### config.mk
export PLATFORM = sky130hd
export DESIGN_NAME = wb_regfile_flat
export DESIGN_NICKNAME = d
export VERILOG_FILES = /design/src/rtl/wb_regfile_if.sv /design/src/rtl/wb_regfile.sv /design/src/flat_wrapper.sv
export SDC_FILE = /design/constraint.sdc
export NUM_CORES = 2
export LEC_CHECK = 0
export BUFFER_PORTS_ARGS = -buffer_cell sky130_fd_sc_hd__buf_2
export CAP_MARGIN = 20
export CORE_ASPECT_RATIO = 0.7
export CORE_UTILIZATION = 35
export CTS_CLUSTER_DIAMETER = 100
export DETAILED_ROUTE_END_ITERATION = 6
export GPL_ROUTABILITY_DRIVEN = 1
export SYNTH_ARGS = -nofsm -noshare
export SYNTH_HDL_FRONTEND = slang
export SYNTH_SLANG_ARGS = --single-unit
### constraint.sdc
create_clock -name clk_i -period 3.55 [get_ports clk_i]
set_clock_uncertainty 0.15 [all_clocks]
set_input_delay 0.71 -clock clk_i [delete_from_list [all_inputs] [get_ports clk_i]]
set_output_delay 0.71 -clock clk_i [all_outputs]
set_load 0.005 [all_outputs]
### src/rtl/wb_regfile_if.sv
// Write-back bundle between the MEM/WB register, the register file and the decode-stage readers.
// The master side drives the W_* fields and the read addresses; the register file is the slave.
interface wb_regfile_if #(
    parameter int unsigned DATA_W = 32,
    parameter int unsigned ADDR_W = 5
);
    logic [DATA_W-1:0] W_Dout;
    logic [DATA_W-1:0] W_ALUout;
    logic              W_Overflow;
    logic [ADDR_W-1:0] W_Rw;
    logic              W_RegWr;
    logic              W_MemtoReg;
    logic [ADDR_W-1:0] Ra;
    logic [ADDR_W-1:0] Rb;
    logic [DATA_W-1:0] busA;
    logic [DATA_W-1:0] busB;
    logic [DATA_W-1:0] busW;
    logic              Wr_En;
    logic              Ovf_Flag;
    logic [31:0]       Commit_Cnt;

    modport master (
        output W_Dout, W_ALUout, W_Overflow, W_Rw, W_RegWr, W_MemtoReg, Ra, Rb,
        input  busA, busB, busW, Wr_En, Ovf_Flag, Commit_Cnt
    );

    modport slave (
        input  W_Dout, W_ALUout, W_Overflow, W_Rw, W_RegWr, W_MemtoReg, Ra, Rb,
        output busA, busB, busW, Wr_En, Ovf_Flag, Commit_Cnt
    );
endinterface

### src/rtl/wb_regfile.sv
// Write-back select plus 2**ADDR_W x DATA_W register file with two combinational read ports,
// optional same-cycle write forwarding, sticky overflow flag and committed-write counter.
module wb_regfile #(
    parameter int unsigned DATA_W = 32,
    parameter int unsigned ADDR_W = 5,
    parameter int unsigned BYPASS = 1
) (
    input  logic           clk_i,
    input  logic           rst_i,
    wb_regfile_if.slave    bus
);
    localparam int unsigned NREG = 1 << ADDR_W;

    logic [DATA_W-1:0] regs_q [NREG];
    logic              ovf_q;
    logic              ovf_d;
    logic [31:0]       cnt_q;
    logic [31:0]       cnt_d;
    logic [DATA_W-1:0] busw;
    logic              wr_en;
    logic [DATA_W-1:0] rd_a;
    logic [DATA_W-1:0] rd_b;

    // With W_RegWr low every term collapses to 0, so X on the other W_* inputs cannot leak into state.
    always_comb begin
        busw  = bus.W_MemtoReg ? bus.W_Dout : bus.W_ALUout;
        wr_en = bus.W_RegWr & ~bus.W_Overflow & (bus.W_Rw != '0) & ~rst_i;
        ovf_d = ovf_q | (bus.W_RegWr & bus.W_Overflow);
        cnt_d = wr_en ? cnt_q + 32'd1 : cnt_q;
    end

    always_ff @(posedge clk_i) begin
        if (rst_i) begin
            for (int i = 0; i < int'(NREG); i++) begin
                regs_q[i] <= '0;
            end
            ovf_q <= 1'b0;
            cnt_q <= '0;
        end else begin
            ovf_q <= ovf_d;
            cnt_q <= cnt_d;
            if (wr_en) begin
                regs_q[bus.W_Rw] <= busw;
            end
        end
    end

    // R0 is never written, but the read path still forces zero so it does not depend on that.
    always_comb begin
        rd_a = regs_q[bus.Ra];
        if (bus.Ra == '0) begin
            rd_a = '0;
        end else if ((BYPASS != 0) && wr_en && (bus.W_Rw == bus.Ra)) begin
            rd_a = busw;
        end

        rd_b = regs_q[bus.Rb];
        if (bus.Rb == '0) begin
            rd_b = '0;
        end else if ((BYPASS != 0) && wr_en && (bus.W_Rw == bus.Rb)) begin
            rd_b = busw;
        end
    end

    assign bus.busA       = rd_a;
    assign bus.busB       = rd_b;
    assign bus.busW       = busw;
    assign bus.Wr_En      = wr_en;
    assign bus.Ovf_Flag   = ovf_q;
    assign bus.Commit_Cnt = cnt_q;
endmodule

### src/flat_wrapper.sv
// flat-port wrapper written by rule: the top's interface ports become plain ports
module wb_regfile_flat 
#(
    parameter int unsigned DATA_W = 32,
    parameter int unsigned ADDR_W = 5,
    parameter int unsigned BYPASS = 1
)
  (clk_i, rst_i, bus_W_Dout, bus_W_ALUout, bus_W_Overflow, bus_W_Rw, bus_W_RegWr, bus_W_MemtoReg, bus_Ra, bus_Rb, bus_busA, bus_busB, bus_busW, bus_Wr_En, bus_Ovf_Flag, bus_Commit_Cnt);
  wb_regfile_if #(.DATA_W(DATA_W), .ADDR_W(ADDR_W)) bus_i ();
  input  logic clk_i;
  input  logic rst_i;
  input wire logic [$bits(bus_i.W_Dout)-1:0] bus_W_Dout;
  input wire logic [$bits(bus_i.W_ALUout)-1:0] bus_W_ALUout;
  input wire logic [$bits(bus_i.W_Overflow)-1:0] bus_W_Overflow;
  input wire logic [$bits(bus_i.W_Rw)-1:0] bus_W_Rw;
  input wire logic [$bits(bus_i.W_RegWr)-1:0] bus_W_RegWr;
  input wire logic [$bits(bus_i.W_MemtoReg)-1:0] bus_W_MemtoReg;
  input wire logic [$bits(bus_i.Ra)-1:0] bus_Ra;
  input wire logic [$bits(bus_i.Rb)-1:0] bus_Rb;
  output wire logic [$bits(bus_i.busA)-1:0] bus_busA;
  output wire logic [$bits(bus_i.busB)-1:0] bus_busB;
  output wire logic [$bits(bus_i.busW)-1:0] bus_busW;
  output wire logic [$bits(bus_i.Wr_En)-1:0] bus_Wr_En;
  output wire logic [$bits(bus_i.Ovf_Flag)-1:0] bus_Ovf_Flag;
  output wire logic [$bits(bus_i.Commit_Cnt)-1:0] bus_Commit_Cnt;
  assign bus_i.W_Dout = bus_W_Dout;
  assign bus_i.W_ALUout = bus_W_ALUout;
  assign bus_i.W_Overflow = bus_W_Overflow;
  assign bus_i.W_Rw = bus_W_Rw;
  assign bus_i.W_RegWr = bus_W_RegWr;
  assign bus_i.W_MemtoReg = bus_W_MemtoReg;
  assign bus_i.Ra = bus_Ra;
  assign bus_i.Rb = bus_Rb;
  assign bus_busA = bus_i.busA;
  assign bus_busB = bus_i.busB;
  assign bus_busW = bus_i.busW;
  assign bus_Wr_En = bus_i.Wr_En;
  assign bus_Ovf_Flag = bus_i.Ovf_Flag;
  assign bus_Commit_Cnt = bus_i.Commit_Cnt;
  wb_regfile #(.DATA_W(DATA_W), .ADDR_W(ADDR_W), .BYPASS(BYPASS)) u_core (.clk_i(clk_i), .rst_i(rst_i), .bus(bus_i));
endmodule
# == Word level (Yosys, flattened, before mapping) ==
# Memories as Yosys holds them, arrays and structs flattened.
# Cells that the tools add are included.
# classes
n_shift,0
n_div,0
n_addsub,1
order_cmp,0
mul,0
bitwise,7
reduce_logical,6
muxes,13
eq_ne,2
# ops
operator,n
$mux 32,6
$add 32x1->32 const B,1
$reduce_or 32->1,1
$eq 5x5->1,2
$logic_not 5->1,2
$mux 1,6
$mux 5,1
$reduce_bool 5->1,1
$and 1x1->1,4
$logic_and 1x1->1,2
$not 1->1,2
$or 1x1->1,1
# totals
inputBits,84
mem_bits_rw,1024
memories,1
latchBits,0
rom_bits,0
out_inout_bits,130
register_bits,33
elab_cells,32
# memory_table
name,words,width,read_ports,rd_ports_with_merged_regs,write_ports,line_no,source
u_core.regs_q,32,32,2,0,32,wb_regfile.sv:14,logic [DATA_W-1:0] regs_q [NREG];

# == Depth between registers and ports, before layout ==
# depth
depth_word,9
ltp_mapped,9
depth_no_buf,5

# == Worst setup path after synthesis ==
# No wires, ideal clock.
# synth_path
path_kind,input to output
startpoint,input port bus_Rb[1]
endpoint,output port bus_busB[30]
t_arrival_ns,2.196
path_buffers,3
required_time_ns,2.690
path_slack_ns,0.494
path_stages,7
path_cell_list,buf_4 > buf_2 > clkbuf_1 > mux4_2 > o31ai_1 > a21oi_1 > o31a_1
# synth_between
elab_chain_len,4
elab_cells_between_ends,6
classes_between,1 x eq/ne; 2 x mux; 2 x reduce/logical; 1 x memory
# synth_rtl
element,line_no,source
from (decl),flat_wrapper.sv:19,input wire logic [$bits(bus_i.Rb)-1:0] bus_Rb;
"parallel branches: the longest is 3 deep, another holds $mem_v2 32x32",-,
$mux 32 (*),wb_regfile.sv:58,if (bus.Rb == '0) begin
to (decl),flat_wrapper.sv:21,output wire logic [$bits(bus_i.busB)-1:0] bus_busB;
# Mark *: on every way between the ends.

# == Worst setup path in the final report ==
# layout_path
startpoint,input port bus_Rb[1]
endpoint,output port bus_busB[6]
# The elaborated chain is that of the path after synthesis.

==> impl_metrics.toml <==
[critical_path]
arrival_ns = 2.74
crit_path_max_fanout = 19
setup.worst_path.end_class = "output port"
worst_setup_path_start_kind = "input port"
cp_data_required_time_ns = 2.69
critPathKind = "input port to output port"

[flow_run]
cap_violations = 0

[pwr]
power.static_leakage_nw = 24.9
power_density_nw_per_um2 = 458
worst_ir_drop_vdd_mv = 0.380

[placed_design]
port-buffer-count = 213
numPlacedInstances = 6687
place.gp.congestion = 0.927
post-dp-hpwl_um = 142000
dpl-instance-area_um2 = 63000
pre_cts_ws_ns = -0.275

[synth]
synth-seq-cells = 1057
async_reset_ff_share_pct = 0
synthesis.area_per_instance_um2 = 12.9
synth_sequential_area_ratio_pct = 56.5
yosysWarnings = 0
synth_edf_count = 1024
synthDominantCellAreaShare_pct = 55.3
synth_area_um2 = 55600
yosys-top-cells-area = "sky130_fd_sc_hd__edfxtp_1 (55%), sky130_fd_sc_hd__mux4_2 (10%), sky130_fd_sc_hd__mux2i_1 (8.5%)"
synthCells = 4300
dominantRegCellSynth = "sky130_fd_sc_hd__edfxtp_1"
synth.distinct_cells = 63
synth_top_cell_by_area = "sky130_fd_sc_hd__edfxtp_1"

[cells_and_area]
drive_gt1_share_pct = 30.8
num-nets-final = 4827
num_antenna_cells = 0
nFillCells = 14300
post-route-cell-area_um2 = 67500
final_non_filler_cell_total = 6917
syn_to_final_growth_pct = 21.3

[grt]
antenna_violations_before_repair = 5
grt_pass1_wl_um = 301000
first_global_vias = 41000
grt_max_degree = 64
grt_usage_pct = 26.2
grt_overflow = 0

[cts]
postCtsHoldBufs = 0
tritoncts_buffers = 105
ctsRootBufferMaster = "sky130_fd_sc_hd__clkbuf_16"
tritoncts = "done"
clock_sink_count = 1057
clk_latency_ns = 0.74
cts_buffer_depth = 3
cts_htree_levels = 3
cts.reportedPaths.clkPinSlew_ns = 0.06

[sta]
max_slew_margin_pct = 37.3
fin_ws_ns = -0.0489
timing.hold.ws_ns = 0.0857
grt_setup_unrepaired = "true"
worst_pin_slew_ns = 0.938
fin_crit_sh_pct = 101
timing.final.crit_period_ns = 3.60
setup_viol = 17
finalHoldViolations = 0
drv_slew = 0
fmax_mhz = 278

[detailed_routing]
detail_route.drc_violations = 12
drt-wirelength-per-cell_um = 31.3
drtPass1Iterations = 7
dr.first_iter.drc_count = 6641
drt.antenna.violating_nets = 0
vias_per_cell = 6.15
dr_total_vias = 42500
routed_wl_um = 216000

[run_status]
outcome = "complete, but fails checks"
violations_in_the_final_reports = "DRC, setup timing"

[floorplan]
die_y_um = 336
floorplan.core_area_um2 = 157000
floorplan.initialDensity_pct = 35.5
floorplan.rows = 121
die_width_um = 478
floorplan.io_pins = 214
dieArea_um2 = 161000

[hold_path]
path_category_of_the_worst_min_delay_check = "input port to flop"
stage by stage:
step	power [mW]	util [%]	setup TNS [ns]
2_1_floorplan	17.2	-	0
3_3_place_gp	19.3	40.2	-3.15
3_5_place_dp	19.3	40.2	-3.29
4_1_cts	30.8	42.8	-0.0140
5_1_grt	31.7	43.1	-0.374
6_report	30.9	43.1	-0.358
area by class of cell:
type	count	area [um2]	share of cell area, %
flip-flops and latches	1057	31400	46.5
inverters	38	143	0.211
multi-input cells	2778	22800	33.8
repair buffers	762	7050	10.4
clock buffers	125	2770	4.10
clock inverters	66	669	0.992
well taps	2091	2620	3.88
routing by layer:
metal,vias to the layer above,global-route usage (%),routed length (um)
met2,3205,38.4,92600
met4,2,10.6,9350
met3,513,6.90,28500
met1,21600,36.6,86100
li1,17200,-,-
met5,-,0,11
cells in the final DEF, fill, tap and decap left out, types with 53 or more instances in the layout:
cell	n
sky130_fd_sc_hd__buf_2	202
sky130_fd_sc_hd__o31a_1	55
sky130_fd_sc_hd__a221oi_1	87
sky130_fd_sc_hd__mux2_2	126
sky130_fd_sc_hd__o21ai_0	56
sky130_fd_sc_hd__edfxtp_1	1024
sky130_fd_sc_hd__clkbuf_16	114
sky130_fd_sc_hd__buf_4	409
sky130_fd_sc_hd__mux4_2	258
sky130_fd_sc_hd__nor2_1	1024
sky130_fd_sc_hd__mux2i_1	432
sky130_fd_sc_hd__a221o_1	53
sky130_fd_sc_hd__buf_12	107
sky130_fd_sc_hd__a31oi_1	62
sky130_fd_sc_hd__o22ai_1	62
sky130_fd_sc_hd__a21oi_1	91
power by group:
group	leakage [nW]	internal (mW)	switching [mW]
registers	10.0	14.3	0.347
logic	13.2	1.98	2.72
clock network	1.69	6.49	5.07
total	24.9	22.8	8.13
synthesized netlist by cell type (all sizes together) (57+ instances only):
library cell	count
clkbuf	302
mux2	127
mux2i	472
nor2	1027
nand2	57
a21oi	114
o21ai	86
o22ai	62
mux4	258
edfxtp	1024
a221oi	97
a31oi	64
buf	156
path summary, 6_finish.rpt:
kind / startpoint / end / slack [ns] / cells after the start
max: bus_Rb[1] / bus_busB[6] / -0.05 / 10
min: bus_W_RegWr / u_core.bus.Ovf_Flag$_SDFF_PP0_ / 0.09 / 3
max reg2reg: u_core.bus.Commit_Cnt[4]$_SDFFE_PP0P_ / u_core.bus.Commit_Cnt[28]$_SDFFE_PP0P_ / 0.95 / 5
min reg2reg: u_core.bus.Ovf_Flag$_SDFF_PP0_ / u_core.bus.Ovf_Flag$_SDFF_PP0_ / 0.33 / 2
flip-flops by register name, summed over array words and instances (netlist names):
name	cells
u_core.bus.Ovf_Flag	1
u_core.regs_q	1024
u_core.bus.Commit_Cnt	32
cells by family after synthesis:
family / after synthesis / synth area share (%)
XOR/XNOR: 36 / 0.567
flip-flops: 1057 / 56.5
other: 1 / 0.00674
buffers and inverters: 496 / 4.41
AO/OA/AOI/OAI: 636 / 8.08
adder cells (fa/ha/maj): 1 / 0.0225
multiplexers: 857 / 21.5
AND/OR/NAND/NOR: 1216 / 8.92
critical path: stages:
cell	delay [ns]
sky130_fd_sc_hd__buf_8	0.16
sky130_fd_sc_hd__buf_4	0.18
sky130_fd_sc_hd__nor3b_2	0.27
sky130_fd_sc_hd__buf_12	0.27
sky130_fd_sc_hd__buf_12	0.21
sky130_fd_sc_hd__a221oi_1	0.11
sky130_fd_sc_hd__o21ai_1	0.19
sky130_fd_sc_hd__a21oi_2	0.08
sky130_fd_sc_hd__o31a_1	0.36
sky130_fd_sc_hd__buf_2	0.15
repair_timing:
item | CTS | global route
gates cloned | 3 | 6
setup buffers | 21 | 13
setup endpoints to repair | 52 | 51
resized for setup | 69 | 69
pin swaps | 13 | 28
Power figures use the tool's default switching activity.
